File: config.mk
export PLATFORM = sky130hd
export DESIGN_NAME = sif_bridge
export DESIGN_NICKNAME = d
export VERILOG_FILES = /design/src/rtl/sif_pkg.sv /design/src/rtl/sif_fifo.sv /design/src/rtl/sif_bridge.sv
export SDC_FILE = /design/constraint.sdc
export NUM_CORES = 1
export LEC_CHECK = 0
export BUFFER_PORTS_ARGS = -buffer_cell sky130_fd_sc_hd__buf_2
export CAP_MARGIN = 20
export CELL_PAD_IN_SITES_DETAIL_PLACEMENT = 1
export CELL_PAD_IN_SITES_GLOBAL_PLACEMENT = 1
export CORE_ASPECT_RATIO = 0.7
export CORE_MARGIN = 1.5
export CORE_UTILIZATION = 40
export CTS_CLUSTER_DIAMETER = 50
export DETAILED_ROUTE_END_ITERATION = 10
export GPL_ROUTABILITY_DRIVEN = 0
export GPL_TIMING_DRIVEN = 0
export HOLD_SLACK_MARGIN = 0.05
export PLACE_DENSITY_LB_ADDON = 0.2
export RECOVER_POWER = 50
export SYNTH_ARGS = -nofsm -noshare
export SYNTH_HDL_FRONTEND = slang
export SYNTH_SLANG_ARGS = --single-unit
File: constraint.sdc
create_clock -name clk -period 4.2 [get_ports clk]
set_clock_uncertainty 0.2 [all_clocks]
set_input_delay 0.63 -clock clk [delete_from_list [all_inputs] [get_ports clk]]
set_output_delay 0.63 -clock clk [all_outputs]
set_load 0.01 [all_outputs]
File: src/rtl/sif_pkg.sv
// Shared types and constants for the SIF bridge.
package sif_pkg;

  localparam int unsigned SIF_DW     = 16;
  localparam int unsigned SIF_AW     = 16;
  localparam int unsigned DROP_CNT_W = 8;

  // Forwarded write payload at the default bus widths
  typedef struct packed {
    logic [SIF_AW-1:0] addr;
    logic [SIF_DW-1:0] data;
  } sif_entry_t;

  // Saturating increment for the drop counter
  function automatic logic [DROP_CNT_W-1:0] sat_inc(input logic [DROP_CNT_W-1:0] v);
    return (&v) ? v : DROP_CNT_W'(v + 1'b1);
  endfunction

endpackage

File: src/rtl/sif_fifo.sv
// Forward FIFO: registered array, head read straight from storage.
module sif_fifo #(
  parameter int unsigned DEPTH = 4,
  parameter int unsigned W     = 32
) (
  input  logic                     clk,
  input  logic                     rst,
  input  logic                     push,
  input  logic                     pop,
  input  logic [W-1:0]             din,
  output logic [W-1:0]             head,
  output logic                     full,
  output logic                     empty,
  output logic [$clog2(DEPTH):0]   count
);

  localparam int unsigned PW = $clog2(DEPTH);
  localparam int unsigned CW = PW + 1;

  logic [W-1:0]  mem [DEPTH];
  logic [PW-1:0] wr_ptr;
  logic [PW-1:0] rd_ptr;
  logic          do_push;
  logic          do_pop;

  assign full    = (count == CW'(DEPTH));
  assign empty   = (count == '0);
  assign do_push = push && !full;
  assign do_pop  = pop && !empty;

  // Head is masked to zero when empty so stale storage never shows on the bus
  assign head = empty ? '0 : mem[rd_ptr];

  // Storage write; contents need no reset since empty masks the head
  always_ff @(posedge clk) begin
    if (do_push) begin
      mem[wr_ptr] <= din;
    end
  end

  // Pointer and occupancy tracking
  always_ff @(posedge clk) begin
    if (rst) begin
      wr_ptr <= '0;
      rd_ptr <= '0;
      count  <= '0;
    end else begin
      if (do_push) begin
        wr_ptr <= wr_ptr + 1'b1;
      end
      if (do_pop) begin
        rd_ptr <= rd_ptr + 1'b1;
      end
      case ({do_push, do_pop})
        2'b10:   count <= count + 1'b1;
        2'b01:   count <= count - 1'b1;
        default: count <= count;
      endcase
    end
  end

endmodule

File: src/rtl/sif_bridge.sv
// SIF host target with shadow registers and buffered multi-channel write forwarding.
module sif_bridge
  import sif_pkg::*;
#(
  parameter int unsigned DW    = 16,
  parameter int unsigned AW    = 16,
  parameter int unsigned DEPTH = 4,
  parameter int unsigned NREG  = 16,
  parameter int unsigned NCH   = 2
) (
  input  logic                  clk,
  input  logic                  rst,
  input  logic [AW-1:0]         xa_addr,
  input  logic [DW-1:0]         xa_data_wr,
  input  logic                  xa_wr_s,
  input  logic                  xa_rd_s,
  output logic [DW-1:0]         xa_data_rd,
  output logic                  xa_rd_valid,
  output logic                  xa_busy,
  output logic [AW-1:0]         wa_addr,
  output logic [DW-1:0]         wa_data_wr,
  output logic [NCH-1:0]        wa_wr_s,
  input  logic [NCH-1:0]        wa_ready,
  output logic [DROP_CNT_W-1:0] drop_cnt
);

  localparam int unsigned CHB  = (NCH > 1) ? $clog2(NCH) : 0;
  localparam int unsigned CHW  = (CHB > 0) ? CHB : 1;
  localparam int unsigned IDXW = (NREG > 1) ? $clog2(NREG) : 1;
  localparam int unsigned EW   = AW + DW;
  localparam int unsigned CW   = $clog2(DEPTH) + 1;

  logic [EW-1:0]   fifo_head;
  logic            fifo_full;
  logic            fifo_empty;
  logic [CW-1:0]   fifo_count;
  logic            wr_accept;
  logic            wr_drop;
  logic            fwd_pop;
  logic [CHW-1:0]  head_ch;
  logic [IDXW-1:0] reg_idx;
  logic [DW-1:0]   shadow [NREG];

  assign reg_idx   = xa_addr[IDXW-1:0];
  assign xa_busy   = (fifo_count == CW'(DEPTH));
  assign wr_accept = xa_wr_s && !fifo_full;
  assign wr_drop   = xa_wr_s && fifo_full;

  sif_fifo #(
    .DEPTH (DEPTH),
    .W     (EW)
  ) u_fifo (
    .clk   (clk),
    .rst   (rst),
    .push  (wr_accept),
    .pop   (fwd_pop),
    .din   ({xa_addr, xa_data_wr}),
    .head  (fifo_head),
    .full  (fifo_full),
    .empty (fifo_empty),
    .count (fifo_count)
  );

  assign wa_addr    = fifo_head[EW-1 -: AW];
  assign wa_data_wr = fifo_head[DW-1:0];

  // Channel select comes from the top address bits of the head entry
  generate
    if (CHB > 0) begin : g_ch_sel
      assign head_ch = wa_addr[AW-1 -: CHB];
    end else begin : g_ch_single
      assign head_ch = '0;
    end
  endgenerate

  // One-hot channel valid from FIFO state; pop on the selected channel's ready
  always_comb begin
    wa_wr_s = '0;
    if (!fifo_empty) begin
      wa_wr_s = NCH'(1) << head_ch;
    end
    fwd_pop = |(wa_wr_s & wa_ready);
  end

  // Shadow register file, updated only by accepted writes
  always_ff @(posedge clk) begin
    if (rst) begin
      for (int unsigned i = 0; i < NREG; i++) begin
        shadow[i] <= '0;
      end
    end else if (wr_accept) begin
      shadow[reg_idx] <= xa_data_wr;
    end
  end

  // One-cycle read return; samples the pre-write value on a same-cycle write
  always_ff @(posedge clk) begin
    if (rst) begin
      xa_rd_valid <= 1'b0;
      xa_data_rd  <= '0;
    end else begin
      xa_rd_valid <= xa_rd_s;
      if (xa_rd_s) begin
        xa_data_rd <= shadow[reg_idx];
      end
    end
  end

  // Saturating count of writes refused while full
  always_ff @(posedge clk) begin
    if (rst) begin
      drop_cnt <= '0;
    end else if (wr_drop) begin
      drop_cnt <= sat_inc(drop_cnt);
    end
  end

endmodule

# --- Word-level counts from Yosys, hierarchy flattened ---
# Memory sizes are Yosys's and may differ from the RTL's. A register that Yosys moved wholly into a read port is not among the register bits.
# Cells that the tools add are included.
# W data, S select, Z words.
classes:
  n_addsub: 5
  div: 0
  reduce_logical: 12
  multipliers: 0
  n_bitwise: 2
  order_cmp: 0
  n_mux: 15
  n_shift: 1
  eq_ne: 3
op_table:
  columns: ["operator", "count"]
  rows:
  - ["$mux W32", 1]
  - ["$mux W16", 1]
  - ["$reduce_or A16 Y1", 1]
  - ["$add A8 B1 Y8 const B", 1]
  - ["$mux W1", 8]
  - ["$reduce_and A8 Y1", 1]
  - ["$mux W2", 3]
  - ["$pmux W3 S2", 1]
  - ["$add A2 B1 Y2 const B", 2]
  - ["$logic_and A1 B1 Y1", 4]
  - ["$mux W4", 1]
  - ["$add A3 B1 Y3 const B", 1]
  - ["$eq A3 B3 Y1 const B", 1]
  - ["$logic_not A3 Y1", 1]
  - ["$sub A3 B1 Y3 const B", 1]
  - ["$and A2 B2 Y2", 1]
  - ["$eq A2 B1 Y1 const B", 1]
  - ["$eq A2 B2 Y1 const B", 1]
  - ["$logic_not A1 Y1", 2]
  - ["$reduce_and A2 Y1", 1]
  - ["$reduce_bool A2 Y1", 1]
  - ["$reduce_or A2 Y1", 1]
  - ["$shl A1 B1 Y2 const A", 1]
  - ["$not A1 Y1", 1]
word_totals:
  mem_bits_rw: 384
  mem_bits_ro: 0
  latchBits: 0
  output_inout_bits: 60
  elab_cells: 45
  in_bits: 38
  ff_bits: 16
  n_memories: 2
memory_table:
  columns: ["memory", "depth", "word_bits", "rd", "rd_clocked_by_memory_dff", "wr", "line", "rtl"]
  rows:
  - ["shadow", 16, 16, 1, 1, 16, "sif_bridge.sv:42", "logic [DW-1:0] shadow [NREG];"]
  - ["u_fifo.mem", 4, 32, 1, 1, 1, "sif_fifo.sv:20", "logic [W-1:0] mem [DEPTH];"]

# --- Depth between registers and ports, before layout ---
# Gate-level depths: netlist (run 1).
depth:
  word_depth: 9
  mapped_depth: 11
  depth_no_buf: 9

# --- Cells and area by module ---
# Synthesis (run 1) repeated with hierarchy kept, for this count alone.
hier_totals:
  cells_unflattened: 1193
  hier_area_um2: 18218.7
by_module_without_submodules:
  columns: ["mod", "area_per_inst_um2", "cells_per_inst", "instances"]
  rows:
  - ["sif_bridge", 12783.5, 937, 1]
  - ["sif_fifo", 5435.2, 256, 1]

# --- Worst setup path before layout (run 1) ---
# Ideal clock, no wire load.
synth_path:
  path_type: "flip-flop to flip-flop"
  start: "register with a tool-made name"
  end: "register u_fifo.count[2]"
  period_less_slack_ps: 2818
  path_stages_with_launch: 10
  slack_ps: 1382
  setup_ps: 70
  t_arrival_ps: 2548
  n_path_buf: 1
  cell_sequence: "dfxtp_1 > clkbuf_1 > mux4_2 > mux2i_1 > ha_1 > inv_1 > fa_1 > xor2_1 > or3_1 > a21oi_1"
synth_rtl:
  columns: ["item", "line", "rtl"]
  rows:
  - ["end signal, assigned", "sif_fifo.sv:55", "2'b10: count <= count + 1'b1;"]
  - ["end signal, assigned", "sif_fifo.sv:56", "2'b01: count <= count - 1'b1;"]
  - ["end signal, assigned", "sif_fifo.sv:57", "default: count <= count;"]
  - ["end, declared", "sif_fifo.sv:14", "output logic [$clog2(DEPTH):0] count"]

==> results of run 1 <==
==> critical path: cells and delay by family, from the launching register on <==
kind | cells | cell delay, ps
DFF | 1 | 310
and+or+nand+nor | 4 | 2320
buffers and inverters | 2 | 500
==> registers in the layout, indices dropped and copies added, names as in the netlist, named ones only <==
name,cells
u_fifo.count,3
u_fifo.wr_ptr,2
shadow,256
u_fifo.mem,128
xa_rd_valid,1
xa_data_rd,16
drop_cnt,8
u_fifo.rd_ptr,2
==> stage by stage <==
stage	hold WS [ps]	area (um^2)
2_1_floorplan	266	18000
3_3_place_gp	275	19200
3_5_place_dp	291	19300
4_1_cts	70.2	20600
5_1_grt	140	20400
6_report	145	20400
==> synth_stat cells, types with 2 or more instances <==
library cell                  n  area [um^2]
sky130_fd_sc_hd__dfxtp_1     34          681
sky130_fd_sc_hd__xor2_1       7         61.3
sky130_fd_sc_hd__o21ai_0      3         15.0
sky130_fd_sc_hd__inv_1        6         22.5
sky130_fd_sc_hd__a222oi_1    12          120
sky130_fd_sc_hd__a211oi_1     4         30.0
sky130_fd_sc_hd__buf_1        2         7.51
sky130_fd_sc_hd__clkbuf_1    47          176
sky130_fd_sc_hd__o2111ai_1    2         17.5
sky130_fd_sc_hd__buf_4        2         15.0
sky130_fd_sc_hd__edfxtp_1   384        11500
sky130_fd_sc_hd__o211ai_1     2         15.0
sky130_fd_sc_hd__mux2_2      48          541
sky130_fd_sc_hd__nor2b_4      2         27.5
sky130_fd_sc_hd__o31ai_1      2         15.0
sky130_fd_sc_hd__and2_1     261         1630
sky130_fd_sc_hd__a22oi_1     16          120
sky130_fd_sc_hd__buf_2       19         95.1
sky130_fd_sc_hd__nor2_4       5         56.3
sky130_fd_sc_hd__nor2_1      35          131
sky130_fd_sc_hd__mux4_2      68         1530
sky130_fd_sc_hd__clkbuf_2     3         15.0
sky130_fd_sc_hd__nor3_1       2         10.0
sky130_fd_sc_hd__nor2b_1     40          250
sky130_fd_sc_hd__a21boi_0    12         90.1
sky130_fd_sc_hd__nand4_1      2         12.5
sky130_fd_sc_hd__o221ai_1     4         35.0
sky130_fd_sc_hd__mux2i_1     10          100
sky130_fd_sc_hd__nand2b_1     2         12.5
sky130_fd_sc_hd__or3_1        3         18.8
sky130_fd_sc_hd__buf_6        2         22.5
sky130_fd_sc_hd__ha_1         6         75.1
sky130_fd_sc_hd__nand2_1      9         33.8
sky130_fd_sc_hd__a21oi_1     11         55.1
sky130_fd_sc_hd__or2_2       16          100
sky130_fd_sc_hd__and3_1       5         31.3
sky130_fd_sc_hd__a311oi_1    12          105
sky130_fd_sc_hd__nand3_1      3         15.0
==> power by group <==
| part | internal, W | switching, W | total, W |
|---|---|---|---|
| Combinational | 0.000575 | 0.000958 | 0.00153 |
| Clock | 0.00213 | 0.00159 | 0.00372 |
| Sequential | 0.00480 | 0.0000871 | 0.00489 |
| Total | 0.00751 | 0.00264 | 0.0101 |
==> how the worst max path moves through the flow <==
| stage | slack [ps] | to | startpoint | cells after the start |
|---|---|---|---|---|
| after floorplan | 1380 | u_fifo.count[2] | flop | 9 |
| after global placement | 580 | shadow[2][7] | xa_addr[1] | 5 |
| after detailed placement | 540 | shadow[14][12] | xa_addr[1] | 5 |
| after CTS | 680 | wa_data_wr[9] | u_fifo.count[0] | 5 |
| after global routing | 340 | shadow[6][15] | u_fifo.count[0] | 6 |
| final | 500 | shadow[6][8] | u_fifo.count[0] | 6 |
==> final cells by class <==
| class | instances | share of cell area |
|---|---|---|
| Clock inverter | 12 | 0.00596 |
| Sequential cell | 418 | 0.599 |
| Multi-Input combinational cell | 616 | 0.261 |
| Antenna cell | 1 | 0.000123 |
| Clock buffer | 63 | 0.0596 |
| Buffer | 75 | 0.0150 |
| Tap cell | 594 | 0.0365 |
| Timing Repair Buffer | 101 | 0.0209 |
| Inverter | 7 | 0.00129 |
==> layer usage <==
layer	part of all wire	global-route usage
met5	0	0
met4	0.015	0.0462
met3	0.079	0.0613
met2	0.44	0.319
met1	0.47	0.324
==> cells by family after synthesis <==
logic type,Yosys count,synth area share
buffers and inverters,82,0.0199
DFF,418,0.680
muxes,126,0.121
AOI/OAI and AO/OA,82,0.0352
xor gates and xnor gates,8,0.00390
adders and majority gates,7,0.00530
and+or+nand+nor,393,0.135
==> results by stage, run 1 <==
Die:
- The placeable core region is 0.0440 mm^2.
- After floorplanning, the core was divided into 64 placement rows.
- The initial core utilization is 0.408.
- The I/O pin count is 98.
- The floorplan step defined a die boundary enclosing 0.0462 mm^2.
- The die is 180 um tall.
- From left edge to right edge, the die measures 256 um.

Power:
- In this run the power density over the cells is 498 mW/mm^2.
- The overall power consumption is 0.0101 W.
- Summed over all cells, the static leakage comes to 7.03 nW.
- The maximum VDD drop is 0.268 mV.

Finish:
- The area used by multi-input combinational logic is 0.00533 mm^2.
- Once layout is complete, the utilization of the core stands at 0.464.
- The library cell used most frequently in the layout, excluding fill and tap cells, is sky130_fd_sc_hd__edfxtp_1.
- The sequential cell area is 0.0122 mm^2.
- In the final design database the tool counted 1308 nets.
- In the layout the commonest cells are sky130_fd_sc_hd__edfxtp_1, sky130_fd_sc_hd__and2_1, sky130_fd_sc_hd__clkbuf_1.
- Fill cells in the final layout number 4296.
- In the final layout, the share of cells above drive strength 1 is 0.190.
- The non-filler instance count after layout is 1887.
- From synthesis to final layout, the design area changed by 13.5%.

STA:
- The time the final worst path needs with I/O delays and setup is 3700 ps.
- The worst slew slack as a fraction of its limit is -0.412.
- The portion of the clock cycle consumed by the worst path in the final layout is 0.881.
- The maximum operating frequency is 270 MHz.
- Setup repair after global routing left no endpoint under its margin.
- The slack of the critical path is 500 ps.
- The setup TNS is 0 ps.
- The final count of hold timing violations is 0.
- For the pin with the worst max-slew slack, the measured transition is 2120 ps.
- The final setup violation count is 0.
- The number of max-slew violations in the final report is 123.

Drt:
- The detailed-route wire length is 50000 um.
- The routed via count is 10278.
- In the final routed layout, each cell accounts on average for 26.5 um.
- After the first detailed-routing iteration, the DRC count stood at 834.
- Dividing the detail-routed via count by the number of cells gives 5.45.
- The length of the first detailed-routing pass in iterations is 7.
- The count of nets left with antenna violations after detail routing is 0.
- In the routed design, unresolved DRC markers number 0.

Setup path:
- In this run the critical register-to-register path is captured at shadow[6][8].
- The worst setup path is captured at a flop.
- The highest-delay cell along the critical path is sky130_fd_sc_hd__nor3_1.
- Traced cell by cell, the critical path runs through clkbuf_1 -> or3b_1 -> clkbuf_1 -> nand4b_1 -> nor3_1 -> or2_2.
- At the worst endpoint, the arrival time is 3690 ps.
- The critical path is of the flop to flop type.
- The maximum fanout encountered on the critical timing path is 16.
- The worst setup path is launched from a flop.
- The depth of the worst register-to-register path is 6.
- The cell that appears most often on the critical path is sky130_fd_sc_hd__clkbuf_1.
- The worst register-to-register path has a setup slack of 500 ps.
- The highest cell delay on the worst timing path is 1070 ps.
- The worst register-to-register path begins at u_fifo.count[0].
- The worst endpoint required time is 4190 ps.

Clock tree:
- CTS built an H-tree with a depth of 2.
- The quantity of hold-fixing buffers added after cts is 0.
- For the worst-skew pair, the clock arrives at the later sink with an insertion delay of 550 ps.
- TritonCTS built the clock tree.
- After clock tree synthesis, the setup repair step added 0 buffers.
- The clock net in this run drives a total of 418 sinks.
- In this run the clock root is driven by a sky130_fd_sc_hd__clkbuf_16.
- The number of buffers created by CTS is 44.
- The maximum root-to-sink buffer count is 3.
- After clock tree synthesis, the repair step resized 0 gates.
- The post-CTS clock slew at the launch and capture registers of the worst setup and hold paths is 60 ps.

Global routing:
- The first global-routing pass estimated 73200 um of wire.
- Summed over all layers, the global routing overflow is 0.
- The number of antenna violations at the first check in global routing came to 6.
- The pin count of the biggest net entering global routing is 33.
- The via count of the first global-routing pass is 10644.
- The global router's overall resource usage is 0.218.

Job:
- The number of max-cap violations is 4.

Yosys:
- The synthesized netlist occupies a cell area of 0.0180 mm^2.
- Synthesis handed over a netlist of 1116 instances.
- The fraction of the yosys area taken by sequential cells is 0.680.
- The average instance area after synthesis is 16.1 um^2.
- The number of distinct library cells after synthesis is 51.
- The number of synthesis warnings is 0.
- The total of flip-flops plus latches after synthesis is 418.
- Counting every net in the synthesized netlist gives 1161.
- The fraction of registers with async set/reset is 0.
- The number of enable flip-flop cells after synthesis is 384.
- The most common flop cell mapped by yosys is sky130_fd_sc_hd__edfxtp_1.

Place:
- Timing analysis after detailed placement gives a worst setup slack of 538 ps.
- The final HPWL from detailed placement is 34000 um.
- Port buffering added 97 buffers.
- The placed cell count is 1811.

Status:
- The flow ran to the end, but the final reports show violations.
- The final reports fail on max-capacitance violations, max-slew violations.

Worst hold path:
- The startpoint identified for the worst hold timing path is xa_addr[4].
- Along the worst hold path, the cell count comes to 1.
- The worst hold path belongs to the class primary input to flop.
- The end point of the most critical hold path is u_fifo.mem[0][20].
Note: power is estimated with default switching activity, not from simulation.
==> run 2, diff against run 1 <==
CTS_CLUSTER_DIAMETER = 30   (was 50)
clock period = 3.35 ns   (was 4.2 ns; I/O delays follow)
==> run 2 against run 1 <==
  * The run now ends clean
  * Register-to-register slack worse by 350 ps
  * Cell count is 4.5% higher
  * Clock power is 110% higher
  * Largest cell class unchanged
==> results by stage, run 2 (synthesized netlist as in run 1, its figures left out) <==
Clock tree:
- The H-tree generated during clock tree synthesis spans 3 levels.
- The number of clock sinks is 418.
- For the worst-skew pair, the clock arrives at the later sink with an insertion delay of 590 ps.
- After clock tree synthesis, the clock-pin slew on the worst setup and hold paths is 50 ps.
- The maximum root-to-sink buffer count is 3.
- TritonCTS built the clock tree.
- The number of buffers created by CTS is 79.
- The tree is rooted in a sky130_fd_sc_hd__clkbuf_16.

Drt:
- The average routed wire per standard cell is 26.0 um.
- The number of design rule violations left after detail routing is 0.
- Dividing the detail-routed via count by the number of cells gives 5.43.
- The routed design has 51300 um of wire.
- The routed via count is 10703.
- The detailed router's first-iteration violation count is 876.
- The detail route stage leaves a number of antenna-violating nets equal to 0.
- Before antenna repair, the detailed router went through 5 iterations.

Power:
- Overall power consumption after layout is estimated at 0.0158 W.
- In this run the power density over the cells is 723 mW/mm^2.
- VDD sags by at most 0.404 mV.
- In this run the static leakage power is 7.74 nW.

STA:
- The final count of hold timing violations is 0.
- Headroom to the max-slew limit came out at 0.311.
- The final setup violation count is 0.
- The slew at the pin closest to its max-slew limit is 1030 ps.
- The number of max-slew violations in the final report came to 0.
- The hold slack is 127 ps.
- The worst path needs 3210 ps of the cycle, external delays included.
- The maximum operating frequency is 312 MHz.
- Dividing the final minimum period by the clock period gives 0.958.
- Setup repair after global routing left no endpoint under its margin.

Place:
- Summed over all nets, the half-perimeter wirelength after detailed placement is 34000 um.
- The placed instances occupy a cell area of 0.0193 mm^2.
- The number of I/O port buffers is 97.

Die:
- The floorplan step defined a die boundary enclosing 0.0462 mm^2.
- The initial utilization of the core area, before any placement, comes to 0.408.
- In this run the vertical extent of the chip is 180 um.
- During I/O placement, the number of pins put on the boundary was 98.
- The floorplan step defined a core boundary enclosing 0.0440 mm^2.
- From left edge to right edge, the die measures 256 um.
- In this run the core area contains 64 standard-cell rows.

Job:
- The number of max-cap violations is 0.

Global routing:
- Summed over all layers, the global routing overflow is 0.
- The global router's overall resource usage is 0.225.
- The number of antenna violations at the first check in global routing is 7.
- The via count of the first global-routing pass is 11126.
- The pin count of the biggest net entering global routing is 33.
- The first-pass GRT wire length is 75600 um.

Setup path:
- The highest-delay cell along the critical path is sky130_fd_sc_hd__dlygate4sd3_1.
- Of all nets on the critical path, the largest fanout is 16.
- The highest cell delay on the worst timing path is 540 ps.
- The worst register-to-register path begins at u_fifo.count[0].
- The number of buffers and inverters on the critical path is 3.
- For the worst setup path, the data arrival time is 3220 ps.
- In this run the worst setup path begins at xa_addr[2].
- STA classifies the critical path endpoint as a flop.
- The worst endpoint required time is 3360 ps.
- Traced cell by cell, the critical path runs through dlygate4sd3_1 -> buf_2 -> clkbuf_1 -> nor2b_1 -> nor2b_1 -> nor2b_2 -> or2_2.
- The worst setup path is launched from a primary input.
- The reg2reg setup slack is 150 ps.
- The category of the critical setup timing path is primary input to flop.
- Broken down by cell family, the worst path's largest delay share belongs to simple AND/OR/NAND/NOR gates.
- The most numerous cell type found on the critical path is sky130_fd_sc_hd__nor2b_1.

Finish:
- The area growth from synthesis to final layout is 21.9%.
- The layout filler cell count is 4233.
- The register with the most flip-flops in the layout has 256 of them.
- The library cell used most frequently in the layout, excluding fill and tap cells, is sky130_fd_sc_hd__edfxtp_1.
- The final instance area is 0.0219 mm^2.
- The register with the most flip-flops is shadow.
- In the final design database the tool counted 1359 nets.
- The largest registers in the layout are shadow (256), u_fifo.mem (128), xa_data_rd (16).
- The repair_antennas step left the layout with diodes totalling 0.
- The fraction of layout instances using a drive strength above 1 is 0.244.
- In the layout the commonest cells are sky130_fd_sc_hd__edfxtp_1, sky130_fd_sc_hd__and2_1, sky130_fd_sc_hd__clkbuf_1.

Status:
- The flow ran to the end, and the final reports show no timing, DRC or antenna violations.

Worst hold path:
- The worst hold path belongs to the class primary input to flop.
- The beginning of the worst hold path is xa_addr[3].
run 2: repair_timing:
action                                 CTS  global route
setup endpoints to repair                9            82
hold buffers                            16             0
gates resized for setup                  1             6
gates cloned                             0             0
buffers inserted                         0             0
endpoints found under the hold margin   64             0
run 2: final timing paths:
path / end / depth (start not counted)
max reg2reg: shadow[2][1] / 6
min: u_fifo.mem[0][19] / 1
max: shadow[3][15] / 7
min reg2reg: xa_data_rd[11] / 2
run 2: where the power goes:
group          total [W]  internal (W)  switching, W
Sequential       0.00614       0.00603      0.000113
Combinational    0.00196      0.000750       0.00121
Clock            0.00771       0.00492       0.00279
Total             0.0158        0.0117       0.00412
run 2: metrics by stage:
| stage | instances | util | TNS, ps | setup WS [ps] |
|---|---|---|---|---|
| global placement | 1807 | 0.436 | -8700 | -142 |
| finish | 1972 | 0.498 | 0 | 141 |
| CTS | 1972 | 0.502 | 0 | 26.8 |
| detailed placement | 1811 | 0.438 | -15500 | -185 |
| floorplan | 1116 | - | 0 | 532 |
| global route | 1972 | 0.498 | 0 | 1.57 |
run 2: layout make-up:
class                      count  area (um^2)  area share
multi-input combinational    616         5370       0.246
clock buffer                  90         2050      0.0936
tap                          594          743      0.0340
buffer                        75          325      0.0149
clock inverter                55          563      0.0257
timing repair buffer         117          593      0.0271
sequential                   418        12200       0.558
inverter                       7         26.3     0.00120
run 2: routing by layer:
metal	wire, um	vias up	global-route usage
li1	-	4630	-
met1	23600	5665	0.325
met2	22400	344	0.329
met3	4420	62	0.0738
met4	848	2	0.0561
met5	12	-	0
==> run 3, diff against run 2 <==
ABC_AREA = 1   (was unset)
==> run 3 against run 2 <==
  * Combinational power rose by 33%
  * First-iteration DRC count increased by 47%
  * Utilization rose by 0.18 points
  * Sequential share of layout area down 1.6 points
  * Non-clock buffer count grew 49
  * Sequential power about the same
  * Synthesized cell count is 62% higher
  * Design area up 3.0%
  * Critical path type unchanged
  * Highest routed layer unchanged
==> results by stage, run 3 <==
STA:
- The worst slew slack as a fraction of its limit is 0.237.
- The hold slack is 137 ps.
- The setup TNS is 0 ps.
- The number of max-slew violations in the final report came to 0.
- Setup violations remaining at the end of the flow were counted as 0.
- Setup repair after global routing left no endpoint under its margin.
- The slack of the critical path is 108 ps.
- The maximum operating frequency is 308 MHz.
- Dividing the final minimum period by the clock period gives 0.968.
- The time the final worst path needs with I/O delays and setup is 3240 ps.
- The slew at the pin closest to its max-slew limit is 1140 ps.
- The final count of hold timing violations was 0.

Yosys:
- Synthesis inferred 418 register bits.
- Yosys printed 0 warnings.
- The library cell occupying the most area in the post-synthesis netlist is sky130_fd_sc_hd__edfxtp_1.
- The fraction of registers with async set/reset is 0.
- Of the post-synthesis cell area, the dominant cell type holds 0.630.
- The summed instance area of the synthesized netlist is 0.0183 mm^2.
- The cell with the most instances after synthesis is sky130_fd_sc_hd__nand2_1.
- The commonest cells after synthesis are sky130_fd_sc_hd__nand2_1, sky130_fd_sc_hd__edfxtp_1, sky130_fd_sc_hd__nor2_1, sky130_fd_sc_hd__o21ai_0, sky130_fd_sc_hd__nor2_2.
- The number of distinct library cells after synthesis is 30.
- After synthesis, the cell types taking the most area are sky130_fd_sc_hd__edfxtp_1, sky130_fd_sc_hd__nand2_1, sky130_fd_sc_hd__nor2_1, sky130_fd_sc_hd__dfxtp_1, sky130_fd_sc_hd__nor2_2.
- The number of enable flip-flop cells after synthesis is 384.
- The fraction of the yosys area taken by sequential cells is 0.667.
- The cell count after synthesis is 1803.
- The most common flop cell mapped by yosys is sky130_fd_sc_hd__edfxtp_1.
- A synthesized cell averages 10.2 um^2.
- The net count of the mapped netlist is 1848.

Worst hold path:
- The worst hold path class is primary input to flop.
- The end point of the most critical hold path is u_fifo.rd_ptr[1].
- The startpoint identified for the worst hold timing path is wa_ready[0].
- The instance count along the most critical hold path is 4.

Finish:
- Of the cells placed in the final design, the portion with a size suffix greater than 1 is 0.142.
- The largest registers in the layout are shadow (256), u_fifo.mem (128), xa_data_rd (16).
- Leaving out fill and tap cells, the most frequent cell in the layout is sky130_fd_sc_hd__nand2_1.
- The register with the most flip-flops is shadow.
- The area growth from synthesis to final layout is 23.1%.
- Leaving out fill and tap cells, the most frequent cells in the layout are sky130_fd_sc_hd__nand2_1, sky130_fd_sc_hd__edfxtp_1, sky130_fd_sc_hd__nor2_1.
- For this run, the post-layout net count is 2066.
- The register with the most flip-flops in the layout has 256 of them.
- The non-filler instance count after layout is 2689.

Drt:
- In this run the remaining antenna-violating nets after routing total 0.
- The amount of wire on met3 after detailed routing is 4630 um.
- After detailed routing, the wire length on met1 is 26800 um.
- The detailed-route wire length is 58800 um.
- Summed over all nets, wire length on met2 after detailed routing comes to 26400 um.
- The detailed router's first-iteration violation count is 1284.
- The routed via count is 13986.
- The length of the first detailed-routing pass in iterations is 6.
- After detailed routing, the number of remaining DRC violations is 0.
- The average routed wire per standard cell is 21.9 um.
- The top layer used by detailed routing is met5.
- Using the TritonRoute via totals, the vias-per-cell ratio works out to 5.20.

Clock tree:
- In this run the number of H-tree levels came out at 3.
- The post-CTS repair timing setup buffer count is 0.
- The number of gates resized after CTS is 0.
- Clock tree synthesis found a total of 418 sinks.
- The TritonCTS clock tree is yes.
- The post-CTS clock slew at the launch and capture registers of the worst setup and hold paths is 50 ps.
- In this run the deepest clock path goes through 3 buffers.
- The number of buffers created by CTS is 82.
- The tree is rooted in a sky130_fd_sc_hd__clkbuf_16.
- The clock latency at the later pin of the worst-skew pair is 610 ps.

Place:
- The number of I/O port buffers is 96.
- The post-place setup slack is 99.5 ps.
- The placed cell count is 2506.
- The final HPWL from detailed placement is 39700 um.

Die:
- From bottom edge to top edge, the die measures 182 um.
- After floorplanning, the core was divided into 65 placement rows.
- The die covers 0.0471 mm^2.
- The die extent in x is 259 um.
- The total area inside the core boundary comes to 0.0451 mm^2.
- The initial utilization of the core area, before any placement, comes to 0.406.
- The I/O pin count is 98.

Power:
- The static leakage is 9.07 nW.
- The power density of the placed cells is 759 mW/mm^2.
- The maximum VDD drop is 0.553 mV.

Setup path:
- The maximum fanout encountered on the critical timing path is 16.
- The capturing element type of the critical path is a flop.
- STA classifies the critical path startpoint as a primary input.
- The beginning of the worst register-to-register path is u_fifo.count[0].
- The worst register-to-register path has a setup slack of 240 ps.
- The endpoint identified for the worst register-to-register timing path is shadow[6][12].
- The depth of the worst register-to-register path is 10.
- The category of the critical setup timing path is primary input to flop.
- The signal arrival time at the worst endpoint is 3240 ps.
- At the worst endpoint, the required time is 3350 ps.

Job:
- The number of max-cap violations is 0.

Global routing:
- The number of antenna violations at the first check in global routing is 2.
- The via count of the first global-routing pass is 14367.
- The first-pass GRT wire length is 87800 um.
- The remaining global-route overflow is 0.
- Entering global routing, the biggest net connects 27 pins.
- The global router's overall resource usage is 0.253.

Status:
- The run finished with clean final reports.
## run 3: cell types whose count changed after synthesis, sizes merged, moves of 42 or more
cell   delta
nor2b    -42
o21ai    +82
mux2     -48
nand3    +50
mux4     -68
nand2   +572
and2    -261
nor2    +396
## run 3: worst max-delay path by stage
stage                startpoint           endpoint  slack [ps]  cells after the start
2_1_floorplan  u_fifo.wr_ptr[0]   u_fifo.mem[2][0]         790                      4
3_3_place_gp            xa_wr_s  u_fifo.mem[3][10]        -620                      3
3_5_place_dp         xa_addr[1]       shadow[7][8]         100                      8
4_1_cts                    flop        wa_addr[14]         130                      7
5_1_grt              xa_addr[0]      shadow[9][12]          20                      8
6_report             xa_addr[1]      shadow[6][12]         110                      9
## run 3: repair_timing
action | CTS | global route
endpoints found under the setup margin | 0 | 0
hold buffers | 34 | 0
endpoints found under the hold margin | 136 | 0
## run 3: area by class of cell
cell class / count / area, um^2
diodes: 1 / 2.50
fillers: 5010 / 22600
clock inverters: 51 / 628
multi-input cells: 1232 / 5280
repair buffers: 134 / 769
flip-flops and latches: 418 / 12200
plain buffers: 107 / 564
clock buffers: 97 / 2160
inverters: 46 / 175
well taps: 603 / 754
## run 3: per-stage QoR
stage	area [um^2]	power, W	utilization
finish	22600	0.0171	0.500
global route	22500	0.0177	0.500
CTS	22800	0.0173	0.505
detailed placement	19700	0.00886	0.436
global placement	19500	0.00874	0.433
floorplan	18300	0.00772	-
## run 3: kinds of logic (layout without fill, tap and decap cells)
| kind of cell | Yosys count | after routing | share of synthesized area |
|---|---|---|---|
| AND/OR/NAND/NOR | 1088 | 1088 | 0.249 |
| flip-flops | 418 | 418 | 0.667 |
| buffers and inverters | 153 | 435 | 0.0404 |
| AO/OA/AOI/OAI | 132 | 132 | 0.0361 |
| adder cells (fa/ha/maj) | 7 | 7 | 0.00519 |
| XOR/XNOR | 5 | 5 | 0.00239 |
| other | 0 | 1 | 0 |
## run 3: metal layers
layer | up-vias | global-route usage
li1 | 6402 | -
met1 | 7051 | 0.356
met2 | 443 | 0.384
met3 | 88 | 0.0740
met4 | 2 | 0.0578
met5 | - | 0
## run 3: report_power, final
part,leakage [nW],switching [W],internal (W)
clock,1.37,0.00280,0.00554
sequential,4.10,0.000108,0.00606
combinational,3.61,0.00191,0.000706
total,9.07,0.00481,0.0123
## run 3: critical path, cell delays in order
cell and delay, ps:
sky130_fd_sc_hd__dlygate4sd3_1 520, sky130_fd_sc_hd__buf_2 140, sky130_fd_sc_hd__buf_4 210, sky130_fd_sc_hd__inv_2 90
sky130_fd_sc_hd__nor2_4 320, sky130_fd_sc_hd__buf_6 240, sky130_fd_sc_hd__nand3_4 190, sky130_fd_sc_hd__buf_6 230
sky130_fd_sc_hd__nand2_1 780
